$ cat config.mk
export PLATFORM = sky130hd
export DESIGN_NAME = pd_debug_cnt_bank
export DESIGN_NICKNAME = d
export VERILOG_FILES = /design/src/rtl/pd_debug_pkg.sv /design/src/rtl/pd_debug_sat_cnt.sv /design/src/rtl/pd_debug_cnt_bank.sv
export SDC_FILE = /design/constraint.sdc
export NUM_CORES = 1
export LEC_CHECK = 0
export ABC_AREA = 0
export BUFFER_PORTS_ARGS = -buffer_cell sky130_fd_sc_hd__buf_2
export CAP_MARGIN = 15
export CORE_MARGIN = 5
export CORE_UTILIZATION = 55
export DETAILED_ROUTE_END_ITERATION = 8
export PLACE_DENSITY = 0.73
export REMOVE_ABC_BUFFERS = 1
export SKIP_LAST_GASP = 1
export SLEW_MARGIN = 25
export SYNTH_ARGS = -nofsm -noshare
export SYNTH_HDL_FRONTEND = slang
export SYNTH_SLANG_ARGS = --single-unit
$ cat constraint.sdc
create_clock -name clk -period 4.2 [get_ports clk]
set_input_delay 0.84 -clock clk [delete_from_list [all_inputs] [get_ports clk]]
set_output_delay 0.84 -clock clk [all_outputs]
set_load 0.03 [all_outputs]
$ cat src/rtl/pd_debug_pkg.sv
// Shared constants for the PD debug counter bank:
// read address map, overflow bit order and read FSM states.
package pd_debug_pkg;

  localparam int PACKET_SIZE_WIDTH = 14;

  localparam int A_F1_CNT   = 0;
  localparam int A_F2_CNT   = 1;
  localparam int A_CAP_CNT  = 2;
  localparam int A_TOT_CNT  = 3;
  localparam int A_F1_B_LO  = 4;
  localparam int A_F1_B_HI  = 5;
  localparam int A_F2_B_LO  = 6;
  localparam int A_F2_B_HI  = 7;
  localparam int A_CAP_WORD = 8;
  localparam int A_STATUS   = 9;

  localparam int OVF_F1   = 0;
  localparam int OVF_F2   = 1;
  localparam int OVF_CAP  = 2;
  localparam int OVF_TOT  = 3;
  localparam int OVF_F1_B = 4;
  localparam int OVF_F2_B = 5;
  localparam int NUM_CNT  = 6;

  typedef enum logic [1:0] {
    IDLE,
    ACK,
    WAIT
  } rd_state_e;

endpackage

$ cat src/rtl/pd_debug_sat_cnt.sv
// Single event counter: add amount on inc, wrap or saturate,
// clear-with-increment loads the increment, ovf_pulse on carry out.
module pd_debug_sat_cnt #(
  parameter int W     = 32,
  parameter int AMT_W = 1
) (
  input  logic             clk,
  input  logic             rstn,
  input  logic             inc,
  input  logic [AMT_W-1:0] amount,
  input  logic             clr,
  input  logic             sat_en,
  output logic [W-1:0]     cnt,
  output logic             ovf_pulse
);

  logic [W-1:0] r_cnt;
  logic [W-1:0] w_base;
  logic [W:0]   w_sum;
  logic [W-1:0] w_next;

  always_comb begin
    w_base    = clr ? '0 : r_cnt;
    w_sum     = {1'b0, w_base} + (W+1)'(amount);
    ovf_pulse = inc & w_sum[W];
    w_next    = w_base;
    if (inc) begin
      w_next = (w_sum[W] && sat_en) ? '1 : w_sum[W-1:0];
    end
  end

  always_ff @(posedge clk or negedge rstn) begin
    if (!rstn) r_cnt <= '0;
    else       r_cnt <= w_next;
  end

  assign cnt = r_cnt;

endmodule

$ cat src/rtl/pd_debug_cnt_bank.sv
// PD debug event counters, sticky capture and a req/ack
// register read port with optional read-to-clear.
module pd_debug_cnt_bank #(
  parameter int PKT_CNT_WIDTH     = 32,
  parameter int BYTE_CNT_WIDTH    = 48,
  parameter int PACKET_SIZE_WIDTH = pd_debug_pkg::PACKET_SIZE_WIDTH,
  parameter int RD_ADDR_WIDTH     = 4
) (
  input  logic clk,
  input  logic rstn,
  input  logic dbg2cif_e_debug_pd_field1_cnt_inc,
  input  logic dbg2cif_e_debug_pd_field2_cnt_inc,
  input  logic dbg2cif_e_debug_pd_capture_match_cnt_inc,
  input  logic dbg2cif_e_debug_pd_total_pd_cnt_inc,
  input  logic dbg2cif_e_debug_pd_field1_byte_cnt_inc,
  input  logic dbg2cif_e_debug_pd_field2_byte_cnt_inc,
  input  logic [PACKET_SIZE_WIDTH-1:0]
               dbg2cif_eq_debug_pd_field_byte_cnt_inc_amount,
  input  logic dbg2cif_e_debug_pd_capture_match_field1,
  input  logic dbg2cif_e_debug_pd_capture_match_field2,
  input  logic [31:0] dbg2cif_c_debug_pd_out,
  input  logic cfg_saturate_en,
  input  logic cif_rd_req,
  input  logic [RD_ADDR_WIDTH-1:0] cif_rd_addr,
  input  logic cif_rd_clr,
  output logic cif_rd_ack,
  output logic [31:0] cif_rd_data
);

  import pd_debug_pkg::*;

  rd_state_e r_state;
  rd_state_e w_state_nxt;

  logic [NUM_CNT-1:0]        w_inc;
  logic [NUM_CNT-1:0]        w_clr;
  logic [NUM_CNT-1:0]        w_ovf;
  logic [PKT_CNT_WIDTH-1:0]  w_pcnt [4];
  logic [BYTE_CNT_WIDTH-1:0] w_bcnt [2];

  logic        w_fire;
  logic        w_rclr;
  logic        w_sclr;
  logic [31:0] w_rd_mux;

  logic [NUM_CNT-1:0] r_ovf;
  logic        r_cap_v;
  logic        r_cap_f1;
  logic        r_cap_f2;
  logic [31:0] r_cap_word;
  logic [31:0] r_hi [2];
  logic [31:0] r_rd_data;
  logic        w_cap_v;

  assign w_inc = {
    dbg2cif_e_debug_pd_field2_byte_cnt_inc,
    dbg2cif_e_debug_pd_field1_byte_cnt_inc,
    dbg2cif_e_debug_pd_total_pd_cnt_inc,
    dbg2cif_e_debug_pd_capture_match_cnt_inc,
    dbg2cif_e_debug_pd_field2_cnt_inc,
    dbg2cif_e_debug_pd_field1_cnt_inc
  };

  assign w_fire = (r_state == IDLE) & cif_rd_req;
  assign w_rclr = w_fire & cif_rd_clr;

  always_comb begin
    w_clr = '0;
    w_sclr = 1'b0;
    if (w_rclr) begin
      case (cif_rd_addr)
        RD_ADDR_WIDTH'(A_F1_CNT):  w_clr[OVF_F1]   = 1'b1;
        RD_ADDR_WIDTH'(A_F2_CNT):  w_clr[OVF_F2]   = 1'b1;
        RD_ADDR_WIDTH'(A_CAP_CNT): w_clr[OVF_CAP]  = 1'b1;
        RD_ADDR_WIDTH'(A_TOT_CNT): w_clr[OVF_TOT]  = 1'b1;
        RD_ADDR_WIDTH'(A_F1_B_LO): w_clr[OVF_F1_B] = 1'b1;
        RD_ADDR_WIDTH'(A_F2_B_LO): w_clr[OVF_F2_B] = 1'b1;
        RD_ADDR_WIDTH'(A_STATUS):  w_sclr          = 1'b1;
        default: ;
      endcase
    end
  end

  for (genvar g = 0; g < 4; g++) begin : g_pkt
    pd_debug_sat_cnt #(
      .W(PKT_CNT_WIDTH),
      .AMT_W(1)
    ) u_cnt (
      .clk      (clk),
      .rstn     (rstn),
      .inc      (w_inc[g]),
      .amount   (1'b1),
      .clr      (w_clr[g]),
      .sat_en   (cfg_saturate_en),
      .cnt      (w_pcnt[g]),
      .ovf_pulse(w_ovf[g])
    );
  end

  for (genvar g = 0; g < 2; g++) begin : g_byte
    pd_debug_sat_cnt #(
      .W(BYTE_CNT_WIDTH),
      .AMT_W(PACKET_SIZE_WIDTH)
    ) u_cnt (
      .clk      (clk),
      .rstn     (rstn),
      .inc      (w_inc[4+g]),
      .amount   (dbg2cif_eq_debug_pd_field_byte_cnt_inc_amount),
      .clr      (w_clr[4+g]),
      .sat_en   (cfg_saturate_en),
      .cnt      (w_bcnt[g]),
      .ovf_pulse(w_ovf[4+g])
    );
  end

  // A status clear must not swallow an event landing on the same edge.
  assign w_cap_v = w_sclr ? 1'b0 : r_cap_v;

  always_ff @(posedge clk or negedge rstn) begin
    if (!rstn) begin
      r_ovf      <= '0;
      r_cap_v    <= 1'b0;
      r_cap_f1   <= 1'b0;
      r_cap_f2   <= 1'b0;
      r_cap_word <= '0;
    end else begin
      r_ovf <= (w_sclr ? '0 : r_ovf) | w_ovf;
      if (dbg2cif_e_debug_pd_capture_match_cnt_inc && !w_cap_v) begin
        r_cap_v    <= 1'b1;
        r_cap_f1   <= dbg2cif_e_debug_pd_capture_match_field1;
        r_cap_f2   <= dbg2cif_e_debug_pd_capture_match_field2;
        r_cap_word <= dbg2cif_c_debug_pd_out;
      end else if (w_sclr) begin
        r_cap_v  <= 1'b0;
        r_cap_f1 <= 1'b0;
        r_cap_f2 <= 1'b0;
      end
    end
  end

  always_ff @(posedge clk or negedge rstn) begin
    if (!rstn) begin
      r_hi[0] <= '0;
      r_hi[1] <= '0;
    end else if (w_fire) begin
      if (cif_rd_addr == RD_ADDR_WIDTH'(A_F1_B_LO))
        r_hi[0] <= 32'(w_bcnt[0][BYTE_CNT_WIDTH-1:32]);
      if (cif_rd_addr == RD_ADDR_WIDTH'(A_F2_B_LO))
        r_hi[1] <= 32'(w_bcnt[1][BYTE_CNT_WIDTH-1:32]);
    end
  end

  always_comb begin
    w_rd_mux = '0;
    case (cif_rd_addr)
      RD_ADDR_WIDTH'(A_F1_CNT):   w_rd_mux = 32'(w_pcnt[0]);
      RD_ADDR_WIDTH'(A_F2_CNT):   w_rd_mux = 32'(w_pcnt[1]);
      RD_ADDR_WIDTH'(A_CAP_CNT):  w_rd_mux = 32'(w_pcnt[2]);
      RD_ADDR_WIDTH'(A_TOT_CNT):  w_rd_mux = 32'(w_pcnt[3]);
      RD_ADDR_WIDTH'(A_F1_B_LO):  w_rd_mux = w_bcnt[0][31:0];
      RD_ADDR_WIDTH'(A_F1_B_HI):  w_rd_mux = r_hi[0];
      RD_ADDR_WIDTH'(A_F2_B_LO):  w_rd_mux = w_bcnt[1][31:0];
      RD_ADDR_WIDTH'(A_F2_B_HI):  w_rd_mux = r_hi[1];
      RD_ADDR_WIDTH'(A_CAP_WORD): w_rd_mux = r_cap_word;
      RD_ADDR_WIDTH'(A_STATUS):
        w_rd_mux = {23'd0, r_ovf, r_cap_f2, r_cap_f1, r_cap_v};
      default: w_rd_mux = '0;
    endcase
  end

  always_ff @(posedge clk or negedge rstn) begin
    if (!rstn)       r_rd_data <= '0;
    else if (w_fire) r_rd_data <= w_rd_mux;
  end

  always_ff @(posedge clk or negedge rstn) begin
    if (!rstn) r_state <= IDLE;
    else       r_state <= w_state_nxt;
  end

  always_comb begin
    w_state_nxt = r_state;
    unique case (r_state)
      IDLE:    if (cif_rd_req) w_state_nxt = ACK;
      ACK:     w_state_nxt = cif_rd_req ? WAIT : IDLE;
      WAIT:    if (!cif_rd_req) w_state_nxt = IDLE;
      default: w_state_nxt = IDLE;
    endcase
  end

  always_comb begin
    cif_rd_ack  = (r_state == ACK);
    cif_rd_data = r_rd_data;
  end

endmodule
# ---- Word level (Yosys, flattened, before mapping)
# Index checks and enable logic that the tools add are counted.
# Widths: inputs -> output; s select.
dict set report op_classes {
  n_eq_ne 13
  addsub 6
  bitwise 9
  muxes 38
  reduce_logical 14
}
# op count
set op_table {}
lappend op_table {{$mux 32} 12}
lappend op_table {{$pmux 32 s10} 1}
lappend op_table {{$mux 48} 6}
lappend op_table {{$add 32x1->33 const B} 4}
lappend op_table {{$add 48x14->49} 2}
lappend op_table {{$eq 4x3->1 const B} 4}
lappend op_table {{$mux 1} 13}
lappend op_table {{$mux 6} 2}
lappend op_table {{$and 1x1->1} 8}
lappend op_table {{$eq 4x2->1 const B} 2}
lappend op_table {{$eq 4x4->1 const B} 2}
lappend op_table {{$logic_and 1x1->1} 7}
lappend op_table {{$mux 2} 3}
lappend op_table {{$or 6x6->6} 1}
lappend op_table {{$pmux 2 s3} 1}
lappend op_table {{$reduce_and 2->1} 3}
lappend op_table {{$eq 4x1->1 const B} 1}
lappend op_table {{$logic_not 4->1} 1}
lappend op_table {{$ne 2x2->1 const B} 2}
lappend op_table {{$eq 2x1->1 const B} 1}
lappend op_table {{$eq 2x2->1 const B} 1}
lappend op_table {{$logic_not 2->1} 1}
lappend op_table {{$reduce_bool 2->1} 1}
lappend op_table {{$logic_not 1->1} 1}
dict set report totals {
  ff_bits 331
  out_inout_bits 33
  inputBits 63
  wordCells 95
}

# ---- Depth between registers and ports, before layout
# Gate-level depths: netlist of run 1.
dict set report logic_depth {
  ltp_word 9
  depth_mapped 17
  ltp_nobuf 13
}

# ---- Hierarchy
# Synthesis of run 1 repeated with hierarchy kept, for this count alone.
dict set report hier_totals {
  cells_unflattened 2168
  area_unflattened_um2 20895.0
}
# module n_inst cells_per_inst area_each_um2
set modules_own_cells {}
lappend modules_own_cells {pd_debug_cnt_bank 1 578 6173.4}
lappend modules_own_cells {{pd_debug_sat_cnt at g_pkt[0].u_cnt ...} 3 188 1880.6}
lappend modules_own_cells {{pd_debug_sat_cnt at g_byte[1].u_cnt} 1 422 3642.2}
lappend modules_own_cells {{pd_debug_sat_cnt at g_byte[0].u_cnt} 1 395 3353.2}
lappend modules_own_cells {{pd_debug_sat_cnt at g_pkt[3].u_cnt} 1 209 2084.5}

# ---- Worst setup path before layout of run 1
# OpenSTA, ideal clock, no wires.
dict set report synth_path {
  path_kind {input port to flip-flop}
  startpoint {in cif_rd_addr[3]}
  endpoint {reg g_byte[0].u_cnt.r_cnt[2]}
  path_stages 17
  setup_ps 142
  arrival_time_ps 4204
  path_slack_ps -145
  path_buffers 4
  cell_sequence {buf_4 nor4b_4 nand2_4 clkbuf_1 and2_1 ha_1 fa_1 a21oi_1 o22ai_1 o21ai_1 nand4_1 a41oi_1 buf_2 nor2_1 nand3_1 buf_4 a31oi_1}
}
dict set report synth_between {
  elab_chain_cells 8
}
# item line
set synth_lines {}
lappend synth_lines {{start: declaration} pd_debug_cnt_bank.sv:24} ;# input logic [RD_ADDR_WIDTH-1:0] cif_rd_addr,
lappend synth_lines {{$eq 4x3->1 *} pd_debug_cnt_bank.sv:71} ;# case (cif_rd_addr)
lappend synth_lines {{$mux 1 *} pd_debug_cnt_bank.sv:71}
lappend synth_lines {{$mux 6 *} pd_debug_cnt_bank.sv:70} ;# if (w_rclr) begin
lappend synth_lines {{$mux 48 *} pd_debug_sat_cnt.sv:23} ;# w_base = clr ? '0 : r_cnt;
lappend synth_lines {{$add 48x14->49} pd_debug_sat_cnt.sv:24} ;# w_sum = {1'b0, w_base} + (W+1)'(amount);
lappend synth_lines {{$logic_and 1x1->1} pd_debug_sat_cnt.sv:28} ;# w_next = (w_sum[W] && sat_en) ? '1 : w_sum[W-1:0];
lappend synth_lines {{$mux 48} pd_debug_sat_cnt.sv:28}
lappend synth_lines {{$mux 48 *} pd_debug_sat_cnt.sv:27} ;# if (inc) begin
lappend synth_lines {{named net g_byte[0].u_cnt.w_next[2]} pd_debug_sat_cnt.sv:20} ;# logic [W-1:0] w_next;
lappend synth_lines {{end signal: assignment} pd_debug_sat_cnt.sv:34} ;# else r_cnt <= w_next;
lappend synth_lines {{end: declaration} pd_debug_sat_cnt.sv:17} ;# logic [W-1:0] r_cnt;
# The timed path passes the listed nets; every way through them passes the cells marked *.
# A chain may end at the register's enable or synchronous reset.

# ---- Final worst setup path of run 1
dict set report layout_path {
  startpoint {in cif_rd_addr[3]}
  endpoint {reg g_byte[0].u_cnt.r_cnt[32]}
}
# Same word-level chain as after synthesis.

==> results of run 1 <==
[layout make-up]
type                            instances  area share
Multi-Input combinational cell       1372       0.453
Sequential cell                       331       0.403
Clock buffer                           56      0.0549
Timing Repair Buffer                  156      0.0501
Tap cell                              442      0.0269
Clock inverter                         12     0.00687
Inverter                               30     0.00547
[per-stage QoR]
step / setup slack [ns] / hold slack, ns / instance area (µm²)
2_1_floorplan: -2.77 / 0.439 / 17700
3_3_place_gp: 0.128 / 0.461 / 19300
3_5_place_dp: 0.0286 / 0.465 / 19300
4_1_cts: 0.539 / 0.431 / 20600
5_1_grt: 0.409 / 0.419 / 20600
6_report: 0.504 / 0.341 / 20600
[logic make-up (layout without fill, tap and decap cells)]
family,Yosys count,count (layout),synth area share
compound gates,433,433,0.167
flops,331,331,0.457
mux,69,69,0.0422
buf+inv,129,254,0.0313
xor+xnor,197,197,0.0952
fa+ha+maj,34,34,0.0243
simple gates,639,639,0.184
[layer usage]
| metal | wire length (µm) | GRT usage | vias up |
|---|---|---|---|
| li1 | - | - | 6879 |
| met1 | 21900 | 0.411 | 7634 |
| met2 | 24800 | 0.465 | 718 |
| met3 | 5420 | 0.0590 | 116 |
| met4 | 1790 | 0.0901 | 0 |
| met5 | 0 | 0 | - |
[sequential cells by signal, indices dropped and copies added, names as in the netlist]
| signal | cells |
|---|---|
| cif_rd_data | 32 |
| g_byte.u_cnt.cnt | 96 |
| g_pkt.u_cnt.cnt | 128 |
| r_cap_f1 | 1 |
| r_cap_f2 | 1 |
| r_cap_v | 1 |
| r_cap_word | 32 |
| r_hi | 32 |
| r_ovf | 6 |
| r_state | 2 |
[worst paths after layout]
path / from / to / slack, ns / cells past startpoint
worst max-delay path: cif_rd_addr[3] / g_byte[0].u_cnt.cnt[32] / 0.50 / 15
worst min-delay path: rstn / r_cap_f1 / 0.34 / 1
worst max register to register: r_state[0] / g_byte[0].u_cnt.cnt[32] / 0.56 / 14
worst min register to register: cif_rd_data[11] / cif_rd_data[11] / 0.48 / 2
max in group asynchronous: rstn / g_byte[1].u_cnt.cnt[8] / 2.84 / 2
min in group clk: cif_rd_data[11] / cif_rd_data[11] / 0.48 / 2
[power breakdown]
| group | switching, mW | leakage (nW) | internal (mW) |
|---|---|---|---|
| Clock | 1.32 | 0.629 | 2.05 |
| Combinational | 1.41 | 4.05 | 1.14 |
| Sequential | 0.485 | 4.41 | 3.62 |
| Total | 3.21 | 9.10 | 6.81 |
[cells in the final DEF, fill, tap and decap left out, types with 22 or more instances in the layout]
| cell | instances |
|---|---|
| buf_4 | 54 |
| a22oi_1 | 73 |
| and3_1 | 25 |
| dfrtp_1 | 331 |
| nand4_1 | 49 |
| clkbuf_16 | 39 |
| xnor2_1 | 114 |
| buf_2 | 94 |
| a21oi_1 | 27 |
| and2_1 | 43 |
| nand3_1 | 99 |
| mux2_2 | 60 |
| o21ai_0 | 137 |
| inv_1 | 30 |
| o21ai_1 | 23 |
| ha_1 | 32 |
| nor2_1 | 98 |
| nand2_1 | 195 |
| a222oi_1 | 23 |
| xor2_1 | 83 |
| nor3_1 | 28 |
| a31oi_1 | 22 |
| a22o_1 | 37 |
==> impl_metrics.yaml, run 1 <==
sta:
  worst_pin_slew_ns: 0.879
  final-hold-violation-count: 0
  rsz0062_at_grt: "false"
  max_freq_ghz: 0.271
  drv_slew: 0
  fin_skew_ns: 0.0193
  finalSetupViolCount: 0
  slew_headroom: 0.414
  period_needed_ns: 3.70
  setup_tns_ns: 0
  post-route-period-util: 0.880
logic_synthesis:
  synth_ff_type: "dfrtp_1"
  ys_top_cells_by_count: "dfrtp_1, nand2_1, o21ai_0"
  async_flop_share: 1.00
  ys_seq_area_frac: 0.457
  yosysWarnings: 0
  synthDistinctLibCells: 88
  yosys.area.top_type_share: 0.457
  synth_area_leaders: "dfrtp_1, xnor2_1, nand2_1"
  synth_cells: 1832
  mappedNetlistArea_mm2: 0.0181
  synth_edf_count: 0
  yosys_register_bits: 331
  synth.largest_area_cell: "dfrtp_1"
  syn_avg_cell_area_um2: 9.90
  synth_most_common_cell: "dfrtp_1"
die:
  start_util: 0.557
  design.die.area_mm2: 0.0367
  die_y_um: 192
  io_pins: 96
  rows: 66
  die_w_um: 192
  core_mm2: 0.0325
cts:
  cts_buffers: 38
  clk_latency_ns: 0.52
  ctsLongestPathBuffers: 3
  cts.sinks: 331
  cts_tree: "yes"
  cts_root_buffer: "clkbuf_16"
  htree_levels: 2
  hold_buffers: 0
  clk_pin_slew_ns: 0.06
  postCtsSetupBuffers: 0
  cts-resized-gates: 0
routing:
  drtPass1Iterations: 7
  vias: 15300
  wl_um: 53800
  drcViolationCount: 0
  wl_per_cell_um: 22.4
  vias_per_cell: 6.40
  drtIter0Drc: 1669
  ant_nets: 0
worst_setup_path:
  worst_path_most_repeated_cell: "a21oi_1"
  crit_family: "compound AO/OA/AOI/OAI gates"
  arrival_ns: 4.10
  crit_fanout: 13
  crit_required_ns: 4.60
  path_cells: "buf_2 > nor4b_4 > nand2_4 > and2_1 > ha_1 > fa_1 > a21oi_1 > o22ai_1 > o21ai_1 > nand4_1 > a41oi_1 > buf_4 > nand2b_1 > a21oi_1 > a311oi_1"
  path_class: "primary input to flip-flop"
  cp_slowest_stage_delay_ns: 0.42
  end_kind: "flip-flop"
  path_buf_inv: 2
  crit_slowest_cell: "fa_1"
  start_kind: "primary input"
finish:
  stdcell_count: 2399
  drive_above_1_share: 0.166
  syn_to_final_growth_pct: 13.5
  final_nets: 2026
  seq_area_mm2: 0.00828
  multi_input_area_mm2: 0.00933
  num_antenna_cells: 0
  utilization: 0.632
  nFillCells: 2709
global_routing:
  grt_max_degree: 108
  grt_pass1_wl_um: 84800
  grt_pass1_vias: 15100
  antenna_found_initial: 0
  grt-ovfl-total: 0
  globalRouteTotalUtil: 0.294
worst_hold_path:
  hold_class: "primary input to async pin"
place:
  gp_congestion: 0.947
  dp_hpwl_um: 38800
  numPortBuffers: 95
  dpl.cell_count: 2331
power:
  finalPower_mw: 10.0
  power_per_cell_area_mw_per_mm2: 487
  power_leakage_nw: 9.10
  ir_drop_mv: 0.316
flow_run:
  drv_cap: 0
outcome:
  status: "completed"
Note: power is estimated with default switching activity, not from simulation.
==> inputs of run 2 (changes only) <==
--- a/config.mk
+++ b/config.mk
@@ -8,10 +8,12 @@
 export ABC_AREA = 0
 export BUFFER_PORTS_ARGS = -buffer_cell sky130_fd_sc_hd__buf_2
 export CAP_MARGIN = 15
+export CELL_PAD_IN_SITES_DETAIL_PLACEMENT = 1
+export CELL_PAD_IN_SITES_GLOBAL_PLACEMENT = 1
 export CORE_MARGIN = 5
-export CORE_UTILIZATION = 55
+export CORE_UTILIZATION = 49
 export DETAILED_ROUTE_END_ITERATION = 8
-export PLACE_DENSITY = 0.73
+export PLACE_DENSITY_LB_ADDON = 0.1
 export REMOVE_ABC_BUFFERS = 1
 export SKIP_LAST_GASP = 1
 export SLEW_MARGIN = 25
==> run 2 against run 1 <==
Final cell count grew 2.4%. Clock power grew 5%. Sequential share of layout area shrank 0.65 points. Die area grew 12%. Setup slack lost 0.025 ns. Count of clock-buffer cells in the layout grew 5. First-iteration DRC count shrank 30%. Critical path type unchanged. Largest power group unchanged. Highest routed layer is now met5.
==> impl_metrics.yaml, run 2 (same netlist as run 1, synthesis figures left out) <==
routing:
  drtPass1Iterations: 5
  wl_um: 65300
  vias: 15600
  drcViolationCount: 0
  vias_per_cell: 6.35
  wl_per_cell_um: 26.6
  drtIter0Drc: 1162
  ant_nets: 0
cts:
  htree_levels: 2
  cts_root_buffer: "clkbuf_16"
  cts_tree: "yes"
  cts_buffers: 39
  ctsLongestPathBuffers: 3
  clk_latency_ns: 0.55
  clk_pin_slew_ns: 0.06
  cts.sinks: 331
  cts-resized-gates: 0
  hold_buffers: 0
  postCtsSetupBuffers: 0
sta:
  max_freq_ghz: 0.269
  post-route-period-util: 0.886
  final-hold-violation-count: 0
  period_needed_ns: 3.72
  finalSetupViolCount: 0
  rsz0062_at_grt: "false"
  drv_slew: 0
  slew_headroom: 0.272
  worst_pin_slew_ns: 1.09
  fin_skew_ns: 0.0226
power:
  ir_drop_mv: 0.394
  seq_power_share: 0.399
  switching_share: 0.331
  internal-power_mw: 6.97
  power_per_cell_area_mw_per_mm2: 498
  finalPower_mw: 10.4
  p_comb_frac: 0.262
  p_sw_mw: 3.44
  p_clk_frac: 0.339
  power_leakage_nw: 9.26
die:
  die_y_um: 202
  start_util: 0.495
  design.die.area_mm2: 0.0409
  die_w_um: 202
  rows: 70
  core_mm2: 0.0366
  io_pins: 96
place:
  gp_congestion: 0.909
  placed_cell_area_mm2: 0.0196
  dp_hpwl_um: 47600
  numPortBuffers: 95
global_routing:
  grt_pass1_vias: 16300
  grt_pass1_wl_um: 101000
  grt-ovfl-total: 0
  grt_max_degree: 109
  antenna_found_initial: 1
  globalRouteTotalUtil: 0.315
worst_setup_path:
  path_class: "primary input to flip-flop"
  end_kind: "flip-flop"
  arrival_ns: 4.15
  crit_fanout: 9
  crit_required_ns: 4.63
  start_kind: "primary input"
finish:
  multi_input_area_mm2: 0.00934
  syn_to_final_growth_pct: 15.4
  final_cell_mix: "dfrtp_1, nand2_1, o21ai_0"
  utilization: 0.571
  nFillCells: 4086
  final_common_cell: "dfrtp_1"
  design_area_mm2: 0.0209
  drive_above_1_share: 0.177
  seq_area_mm2: 0.00828
  largest_register_ff_count: 128
  final_nets: 2054
worst_hold_path:
  hold_class: "primary input to async pin"
flow_run:
  drv_cap: 0
outcome:
  status: "completed"
## run 2: power groups by stage
stage                     Combinational (mW)  Sequential (mW)  Clock [mW]
final                                   2.72             4.16        3.53
after global routing                    3.00             4.18        3.72
after CTS                               2.73             4.15        3.58
after detailed placement                2.69             4.19           0
after global placement                  2.59             4.18           0
after floorplan                         1.80             3.96           0
## run 2: critical path, stage by stage
cell and delay, ns:
buf_2 0.14, nor4b_4 0.49, nand2_4 0.16, and2_1 0.21
ha_1 0.20, fa_1 0.41, a21oi_1 0.23, o22ai_1 0.14
o21ai_1 0.19, nand4_1 0.14, a41oi_1 0.23, buf_4 0.21
buf_4 0.16, nor2_1 0.06, xnor2_1 0.12, o21ai_0 0.22
## run 2: layout make-up
class,instances,area share
multi-input combinational,1372,0.446
sequential,331,0.396
timing repair buffer,183,0.0608
clock buffer,61,0.0554
tap,468,0.0280
clock inverter,10,0.00790
inverter,30,0.00538
antenna,2,0.000239
## run 2: path summary, 6_finish.rpt
kind / to / from / depth (start not counted) / slack [ns]
max in group asynchronous: g_byte[1].u_cnt.cnt[46] / rstn / 2 / 2.85
min in group clk: cif_rd_data[10] / cif_rd_data[10] / 2 / 0.47
min: r_cap_word[21] / rstn / 1 / 0.36
min reg2reg: cif_rd_data[10] / cif_rd_data[10] / 2 / 0.47
max reg2reg: g_pkt[1].u_cnt.cnt[31] / r_state[0] / 13 / 0.54
max: g_byte[0].u_cnt.cnt[18] / cif_rd_addr[3] / 16 / 0.48
## run 2: stage by stage
stage / cells / setup slack, ns / hold WS (ns) / setup TNS (ns)
floorplan: 1733 / -2.77 / 0.439 / -252.10
global placement: 2384 / 0.00431 / 0.458 / 0
detailed placement: 2384 / -0.0278 / 0.462 / -0.107
CTS: 2455 / 0.492 / 0.420 / 0
global route: 2455 / 0.278 / 0.441 / 0
finish: 2457 / 0.479 / 0.364 / 0
## run 2: metal layers
layer / wire length (µm) / track usage / vias to the layer above
met4: 3620 / 0.148 / 2
met5: 12 / 0 / -
met3: 3580 / 0.0441 / 155
met1: 26500 / 0.405 / 8039
li1: - / - / 6926
met2: 31600 / 0.530 / 483
==> inputs of run 3 (changes only) <==
--- a/config.mk
+++ b/config.mk
@@ -11,7 +11,8 @@
 export CELL_PAD_IN_SITES_DETAIL_PLACEMENT = 1
 export CELL_PAD_IN_SITES_GLOBAL_PLACEMENT = 1
 export CORE_MARGIN = 5
-export CORE_UTILIZATION = 49
+export CORE_UTILIZATION = 50
+export CTS_BUF_LIST = sky130_fd_sc_hd__clkbuf_8
 export DETAILED_ROUTE_END_ITERATION = 8
 export PLACE_DENSITY_LB_ADDON = 0.1
 export REMOVE_ABC_BUFFERS = 1
==> run 3 against run 2 <==
Wire length fell by 2.9%. Clock power shrank 5%. Sequential power is 1% lower. Hold slack worse by 0.18 ns. Largest power group unchanged.
==> impl_metrics.yaml, run 3 (same netlist as run 1, synthesis figures left out) <==
place:
  placed_cell_area_mm2: 0.0193
  gp_congestion: 0.937
  dp_hpwl_um: 46000
  numPortBuffers: 95
  post-place-ws_ns: -0.0220
cts:
  ctsLongestPathBuffers: 3
  cts_buffers: 57
  hold_buffers: 0
  cts_tree: "yes"
  cts_root_buffer: "clkbuf_8"
  htree_levels: 2
  postCtsSetupBuffers: 0
  clk_pin_slew_ns: 0.07
  cts-resized-gates: 0
  cts.sinks: 331
  clk_latency_ns: 0.65
sta:
  final.setup.worst_slack_ns: 0.448
  post-route-period-util: 0.893
  drv_slew: 0
  slew_headroom: 0.308
  period_needed_ns: 3.75
  fin_skew_ns: 0.0335
  max_freq_ghz: 0.267
  worst_pin_slew_ns: 1.04
  rsz0062_at_grt: "false"
  holdWs_ns: 0.182
  final-hold-violation-count: 0
  finalSetupViolCount: 0
die:
  design.die.area_mm2: 0.0402
  rows: 69
  die_w_um: 200
  die_y_um: 200
  core_mm2: 0.0357
  io_pins: 96
  start_util: 0.508
outcome:
  status: "completed"
worst_hold_path:
  hold_class: "primary input to async pin"
routing:
  vias_per_cell: 6.34
  drtIter0Drc: 1257
  drcViolationCount: 0
  drtPass1Iterations: 6
  vias: 15500
  wl_per_cell_um: 25.9
  wl_um: 63400
  ant_nets: 0
worst_setup_path:
  arrival_ns: 4.28
  cp_slowest_stage_delay_ns: 0.49
  path_class: "flip-flop to flip-flop"
  start_kind: "flip-flop"
  end_kind: "flip-flop"
  crit_family: "compound AO/OA/AOI/OAI gates"
  path_cells: "and4bb_4 > nand2_2 > buf_4 > and2_1 > ha_1 > a21oi_1 > nor2b_1 > a21oi_1 > a21o_1 > buf_4 > nor2_1 > xnor2_1 > o21ai_0"
  crit_fanout: 12
  path_buf_inv: 2
  crit_slowest_cell: "a21o_1"
  crit_required_ns: 4.72
finish:
  design_area_mm2: 0.0206
  final_cell_mix: "dfrtp_1, nand2_1, o21ai_0"
  final_common_cell: "dfrtp_1"
  drive_above_1_share: 0.179
  syn_to_final_growth_pct: 13.6
  final_nets: 2040
  largest_register_ff_count: 128
  num_antenna_cells: 0
power:
  ir_drop_mv: 0.290
  power_leakage_nw: 9.16
  power_per_cell_area_mw_per_mm2: 488
global_routing:
  grt_pass1_wl_um: 98400
  globalRouteTotalUtil: 0.310
  antenna_found_initial: 0
  grt-ovfl-total: 0
  grt_max_degree: 105
  grt_pass1_vias: 16300
flow_run:
  drv_cap: 0
==> run 3: cell types whose count changed in the layout (fill, tap and decap cells not counted), moves of 2 or more <==
cell,delta
bufinv_16,+2
clkbuf_8,+64
inv_1,+9
clkinv_2,+13
buf_12,-3
buf_4,-29
clkbuf_1,-13
clkbuf_16,-40
diode_2,-2
==> run 3: metrics by stage <==
stage               total power, mW  setup TNS [ns]  utilization  cells
floorplan                      5.76         -252.10            -   1733
global placement               6.60               0        0.541   2345
detailed placement             6.72         -0.0261        0.541   2345
CTS                            10.1               0        0.578   2450
global route                   10.6               0        0.578   2450
finish                         10.0               0        0.578   2450
==> run 3: worst paths after layout <==
| kind | cells after the start | from | endpoint | slack, ns |
|---|---|---|---|---|
| worst min register to register | 2 | cif_rd_data[12] | cif_rd_data[12] | 0.48 |
| min in group clk | 2 | dbg2cif_c_debug_pd_out[12] | r_cap_word[12] | 0.42 |
| worst max register to register | 13 | r_state[0] | g_byte[1].u_cnt.cnt[21] | 0.45 |
| worst min-delay path | 1 | rstn | g_pkt[3].u_cnt.cnt[11] | 0.18 |
| max in group asynchronous | 2 | rstn | g_byte[1].u_cnt.cnt[24] | 2.92 |
| worst max-delay path | 13 | r_state[0] | g_byte[1].u_cnt.cnt[21] | 0.45 |
==> run 3: worst register-to-register path: stages (launching register included) <==
cell and delay [ns]:
dfrtp_1 0.41, and4bb_4 0.45, nand2_2 0.14, buf_4 0.20, and2_1 0.17, ha_1 0.32, a21oi_1 0.30, nor2b_1 0.13
a21oi_1 0.37, a21o_1 0.49, buf_4 0.25, nor2_1 0.06, xnor2_1 0.12, o21ai_0 0.20
==> run 3: per-layer routing <==
layer  track usage  wire length (µm)
met1         0.422             27100
met2         0.507             30200
met3        0.0549              3890
met4        0.0993              2130
met5             0                 0
==> run 3: layout make-up <==
class | instances | area (µm²)
tap | 461 | 577
multi-input combinational | 1372 | 9330
clock inverter | 33 | 307
sequential | 331 | 8280
clock buffer | 72 | 991
inverter | 30 | 113
fill | 3951 | 15100
timing repair buffer | 151 | 993
==> run 3: power breakdown <==
group | total [mW] | leakage (nW) | internal (mW) | switching (mW)
Clock | 3.35 | 0.717 | 1.92 | 1.43
Combinational | 2.59 | 4.03 | 1.12 | 1.47
Sequential | 4.12 | 4.41 | 3.62 | 0.497
Total | 10.0 | 9.16 | 6.65 | 3.39
